==> src/rtl/adder_tree_pipe.sv <==
`default_nettype none
// adder_tree_pipe -- pipelined M-operand unsigned adder tree, one register per level,
// wrap/saturate N-bit result, valid/ready with full backpressure.   rev 1.0
module adder_tree_pipe #(
  parameter  int N = 8,
  parameter  int M = 9,
  localparam int L = $clog2(M),
  localparam int W = N + $clog2(M)
) (
  input  logic           clk,
  input  logic           rst,
  input  logic [M*N-1:0] ops,
  input  logic           in_valid,
  output logic           in_ready,
  input  logic           mode,
  output logic           out_valid,
  input  logic           out_ready,
  output logic [N-1:0]   res,
  output logic [W-1:0]   sum,
  output logic           ovf
);

  localparam int HALF = (M + 1) / 2;

  function automatic int lvl_cnt(input int k);
    lvl_cnt = (M + (1 << k) - 1) >> k;
  endfunction

  // Level k holds values below 2^(N+k); masking makes the unused upper bits constant.
  function automatic logic [W-1:0] lvl_mask(input int k);
    lvl_mask = '0;
    for (int b = 0; b < W; b++)
      if (b < N + k) lvl_mask[b] = 1'b1;
  endfunction

  logic                      en;
  logic [L:1]                valid_q;
  logic [L:0]                valid_at;
  logic [L-1:0]              mode_at;
  logic [L-1:0][M:0][W-1:0]  lvl;
  logic [L:1][M:0][W-1:0]    stage_d;
  logic [L:1][M:0][W-1:0]    stage_q;
  logic [W-1:0]              sum_d;
  logic                      ovf_d;
  logic [N-1:0]              res_d;
  logic [N-1:0]              res_q;
  logic                      ovf_q;

  assign en       = out_ready | ~out_valid;
  assign in_ready = en;
  assign valid_at = {valid_q, in_valid};

  always_comb begin
    lvl = '0;
    for (int j = 0; j < M; j++)
      lvl[0][j] = {{(W-N){1'b0}}, ops[j*N +: N]};
    for (int k = 1; k < L; k++)
      lvl[k] = stage_q[k];
  end

  always_comb begin
    stage_d = '0;
    for (int k = 1; k <= L; k++) begin
      for (int j = 0; j < HALF; j++) begin
        if (j < lvl_cnt(k)) begin
          // An unpaired last term is forwarded as-is (adds zero).
          if (2*j + 1 < lvl_cnt(k-1))
            stage_d[k][j] = (lvl[k-1][2*j] + lvl[k-1][2*j+1]) & lvl_mask(k);
          else
            stage_d[k][j] = lvl[k-1][2*j];
        end
      end
    end
  end

  generate
    if (L > 1) begin : g_mode_pipe
      logic [L-1:1] mode_q;
      always_ff @(posedge clk or negedge rst) begin
        if (!rst) begin
          mode_q <= '0;
        end else if (en) begin
          for (int k = 1; k < L; k++)
            if (valid_at[k-1]) mode_q[k] <= mode_at[k-1];
        end
      end
      assign mode_at = {mode_q, mode};
    end else begin : g_mode_direct
      assign mode_at = mode;
    end
  endgenerate

  assign sum_d = stage_d[L][0];
  assign ovf_d = |sum_d[W-1:N];
  assign res_d = (mode_at[L-1] && ovf_d) ? {N{1'b1}} : sum_d[N-1:0];

  // Data only loads behind a valid beat, so bubbles never disturb the held outputs.
  always_ff @(posedge clk or negedge rst) begin
    if (!rst) begin
      valid_q <= '0;
      stage_q <= '0;
      res_q   <= '0;
      ovf_q   <= 1'b0;
    end else if (en) begin
      valid_q <= valid_at[L-1:0];
      for (int k = 1; k <= L; k++)
        if (valid_at[k-1]) stage_q[k] <= stage_d[k];
      if (valid_at[L-1]) begin
        res_q <= res_d;
        ovf_q <= ovf_d;
      end
    end
  end

  assign out_valid = valid_at[L];
  assign sum       = stage_q[L][0];
  assign res       = res_q;
  assign ovf       = ovf_q;

endmodule
`default_nettype wire

==> config.mk <==
export PLATFORM = sky130hd
export DESIGN_NAME = adder_tree_pipe
export DESIGN_NICKNAME = d
export VERILOG_FILES = /design/src/rtl/adder_tree_pipe.sv
export SDC_FILE = /design/constraint.sdc
export NUM_CORES = 1
export LEC_CHECK = 0
export BUFFER_PORTS_ARGS = -buffer_cell sky130_fd_sc_hd__buf_4
export CAP_MARGIN = 15
export CORE_MARGIN = 2
export CORE_UTILIZATION = 58
export CTS_CLUSTER_DIAMETER = 30
export DETAILED_ROUTE_END_ITERATION = 10
export PLACE_DENSITY = 0.81
export SKIP_CTS_REPAIR_TIMING = 1
export SLEW_MARGIN = 20
export SYNTH_ARGS = -nofsm -noshare
export SYNTH_HDL_FRONTEND = slang
export SYNTH_SLANG_ARGS = --single-unit
==> constraint.sdc <==
create_clock -name clk -period 3 [get_ports clk]
set_clock_uncertainty 0.2 [all_clocks]
set_input_delay 0.3 -clock clk [delete_from_list [all_inputs] [get_ports clk]]
set_output_delay 0.3 -clock clk [all_outputs]
set_load 0.02 [all_outputs]
# Word level (Yosys, flattened, before mapping)
# Cells that the tools add are included.
# word_totals
regBits	119
output_inout_bits	23
wordCells	34
# classes
add_sub_neg	8
mux	1
bitwise	2
reduce_logical	6
# op_table
operator	count
adder 8 x 8 -> 9 bit	4
adder 9 x 9 -> 10 bit	2
adder 11 x 8 -> 12 bit	1
adder 10 x 10 -> 11 bit	1
two-way mux 8 bit	1
AND reduction 2 bit	4
OR reduction 4 bit	1
logical AND 1 bit	1
inverter 1 bit	1
bitwise OR 1 bit	1

# Longest topological paths before layout
# depth
depth_word	4
mapped_depth	9
mapped_depth_nobuf	9

# Least setup slack after synthesis
# No wires, ideal clock.
# synth_path
kind	reg-to-reg
from	reg stage_q (netlist bit lvl[360])
to	reg res_q[7], in the netlist res[7]
arrival_time_ns	2.125
t_required_ns	2.676
setup_slack_ns	0.551
stages_incl_launch_ff	10
n_path_buf	0
synth_period_minus_slack_ns	2.449
cell_sequence	dfrtp_1 ha_1 inv_1 fa_1 nand2b_1 a21o_1 a31oi_4 mux2i_2 a21oi_4 or2_1
# synth_between
elab_chain_cells	4
# synth_rtl
element	line	source
start, declared	42	logic [L:1][M:0][W-1:0] stage_q;
start signal, assigned by index	107	if (valid_at[k-1]) stage_q[k] <= stage_d[k];
adder 11 x 8 -> 12 bit *	68	stage_d[k][j] = (lvl[k-1][2*j] + lvl[k-1][2*j+1]) & lvl_mask(k);
OR reduction 4 bit	94	assign ovf_d = |sum_d[W-1:N];
logical AND 1 bit	95	assign res_d = (mode_at[L-1] && ovf_d) ? {N{1'b1}} : sum_d[N-1:0];
two-way mux 8 bit *	95	
end signal, assigned	109	res_q <= res_d;
end, declared	46	logic [N-1:0] res_q;
# Mark *: on every way between the ends. The rest lies on a longest branch, timed or not.
# A chain may end at the register's enable or synchronous reset.

# Worst setup path in the final report
# layout_path
from	reg stage_q (netlist bit lvl[372])
to	reg res_q[2], in the netlist res[2]
# Same word-level chain as after synthesis.

==> results.toml <==
[setup_path]
worstReg2RegStart = "lvl[372]"
rr_endpoint = "res[2]"
critPathKind = "register to register"
r2r_cells = 9
cp_max_fo = 8
cp_data_arrival_time_ns = 2.70
r2r_slack_ns = 0.39
critPathRequiredTime_ns = 3.09
end_kind = "register"
worst_setup_path_start_kind = "register"

[placed_design]
dp_cells = 966
portBuffers = 99
gp_congestion = 0.9599
dp_hpwl_um = 11060
dp_slack_ns = 0.4130

[drt]
vias = 5659
routed_wl_um = 15190
drc_errors = 0
post_drt_wl_per_cell_um = 15.07
firstDrtPassIters = 5
drtIter0Drc = 293
final_antenna_net_count = 0
vias_per_cell = 5.614

[run]
drv_cap = 0

[global_routing]
antenna_found_initial = 0
track_usage = 0.2389
grt_pass1_vias = 5504
grt_max_degree = 66
grt_pass1_wl_um = 24810
overflow = 0

[pwr]
power.internal_mw = 5.626
p_clk_frac = 0.223
switching_share = 0.3839
power.ir.vdd_worst_mv = 0.5809
p_switching_mw = 3.506
combPwrFrac = 0.471
sequentialPowerShare = 0.306
power_density_mw_per_mm2 = 1051
power_leakage_nw = 4.271

[timing]
hold_viol_final = 0
fmax_mhz = 383.4
post-route-min-period_ns = 2.608
slew_headroom = 0.4591
fin_ws_ns = 0.3917
slew_viol_final = 0
finalSetupViolCount = 0
rsz0062_at_grt = "no"
fin_setup_tns_ns = 0
period_share = 0.8694
worst_pin_slew_ns = 0.8114

[final_layout]
n_antenna_cell = 0
layout.nets = 1001
final-instance-count-excl-fill = 1008
fin_util = 0.7264
layout-drive-gt1-share = 0.1986
fill_cells = 845
area_growth_pct = 23.01

[die]
rows = 40
die_w_um = 114.4
core-area_mm2 = 0.01196
pin_count = 100
die_y_um = 114.4
die-area_mm2 = 0.01308
initial_utilization = 0.5905

[clocking]
cts_tree = "yes"
clock-sinks = 119
cts_made_buffers = 17
clk_latency_ns = 0.41
cts_root_buffer = "clkbuf_16"
cts_max_level = 4
clock_path_buffers = 2
path_clk_slew_ns = 0.05

[synth]
synth_area_per_cell_um2 = 9.623
synth-seq-cells = 119
synth_cell_types = 48
synth_top_flop_cell = "dfrtp_1"
synth-edff-count = 0
postSynthCellCount = 734
yosysWarnings = 0
synth-async-reset-ratio = 1.000
ys_seq_area_frac = 0.4216
synth_nets = 887
netlist_area_mm2 = 0.007063

[status]
outcome = "completed"

[hold_path]
hold_class = "input port to register"
min_from = "ops[40]"
min_to = "lvl[144]"
holdPathStages = 4
[state kept, by name, summed over array words and instances, names as in the netlist]
| name | flops |
|---|---|
| ovf | 1 |
| lvl | 91 |
| valid_q | 4 |
| sum | 12 |
| g_mode_pipe.mode_q | 3 |
| res | 8 |
[cell usage in the layout (no fill, tap or decap), types with 9 or more instances in the layout]
| cell type | instances |
|---|---|
| dlygate4sd3_1 | 10 |
| dfrtp_1 | 119 |
| mux2_2 | 22 |
| clkbuf_16 | 17 |
| buf_4 | 105 |
| o31ai_1 | 9 |
| nor2_1 | 47 |
| a21o_1 | 21 |
| a31oi_1 | 10 |
| a211oi_1 | 11 |
| nor3_1 | 15 |
| ha_1 | 68 |
| nand2_1 | 105 |
| a21oi_1 | 30 |
| xnor2_1 | 11 |
| inv_1 | 40 |
| o21a_1 | 15 |
| o21ai_0 | 81 |
| xor2_1 | 29 |
[cells in the mapped netlist (4+ instances only)]
library cell | number | area (µm²)
or2_2 | 5 | 31.28
o21ai_1 | 6 | 30.03
inv_1 | 40 | 150.1
o211ai_1 | 4 | 30.03
o31ai_1 | 9 | 67.56
xor2_1 | 29 | 254.0
mux2_2 | 22 | 247.7
a31oi_1 | 10 | 62.56
nor2b_1 | 7 | 43.79
fa_1 | 8 | 160.2
o21bai_1 | 5 | 37.54
xnor2_1 | 11 | 96.34
nor2_1 | 47 | 176.4
nand2b_1 | 7 | 43.79
o21ai_0 | 81 | 405.4
ha_1 | 68 | 850.8
a21oi_1 | 30 | 150.1
nand2_1 | 106 | 397.9
clkbuf_1 | 16 | 60.06
dfrtp_1 | 119 | 2978
buf_2 | 6 | 30.03
nor3_1 | 15 | 75.07
a21o_1 | 21 | 157.7
a211oi_1 | 11 | 82.58
a211o_1 | 7 | 61.31
o21a_1 | 15 | 112.6
[worst max path at each step]
stage / from / endpoint / slack [ns] / cells after the start
floorplan: lvl[360] / res[7] / 0.55 / 9
global route: lvl[372] / res[0] / 0.26 / 9
detailed placement: lvl[372] / res[2] / 0.41 / 9
CTS: lvl[372] / res[2] / 0.40 / 9
global placement: lvl[360] / res[7] / 0.45 / 9
finish: lvl[372] / res[2] / 0.39 / 9
[layout make-up]
class                      instances  area [µm²]  area share
sequential                       119        2978      0.3427
clock inverter                     9       122.6     0.01411
inverter                          40       150.1     0.01728
multi-input combinational        553        3847      0.4428
tap                              147       183.9     0.02117
timing repair buffer             117       928.4      0.1069
clock buffer                      23       478.0     0.05501
[through the flow]
stage	power (mW)	cell area [µm²]	hold WS, ns
2_1_floorplan	5.811	7063	-0.1956
3_3_place_gp	6.823	7988	0.2252
3_5_place_dp	7.008	7988	0.2405
4_1_cts	9.123	8588	-0.1937
5_1_grt	9.805	8688	0.01763
6_report	9.132	8688	0.002915
[routing by layer]
layer | part of all wire | global-route usage | vias to the layer above | wire length [µm]
li1 | - | - | 2798 | -
met5 | 0 | 0 | - | 0
met1 | 0.42 | 0.2873 | 2673 | 6338
met3 | 0.043 | 0.05294 | 31 | 647
met2 | 0.51 | 0.4159 | 157 | 7748
met4 | 0.030 | 0.09837 | 0 | 454
[kinds of logic (layout without fill, tap and decap cells)]
group,after synthesis,after routing,share of synthesized area
compound gates,216,216,0.1954
simple gates,198,198,0.1192
flops,119,119,0.4216
fa+ha+maj,76,76,0.1431
buf+inv,62,189,0.03401
xor+xnor,40,40,0.04960
mux,23,23,0.03702
[power groups by stage]
stage	Combinational, mW	Sequential (mW)	Clock, mW
final	4.30	2.79	2.04
after global placement	4.05	2.77	0
after detailed placement	4.20	2.81	0
after CTS	4.27	2.79	2.06
after floorplan	3.00	2.81	0
after global routing	4.80	2.87	2.14
[critical path, cell delays in order (launching register included)]
cell      delay, ns
dfrtp_1        0.34
ha_1           0.20
inv_1          0.07
fa_1           0.39
nand2b_1       0.17
a21o_1         0.20
a31oi_4        0.20
mux2i_2        0.32
a21oi_4        0.13
a211o_1        0.26
Power figures use the tool's default switching activity.
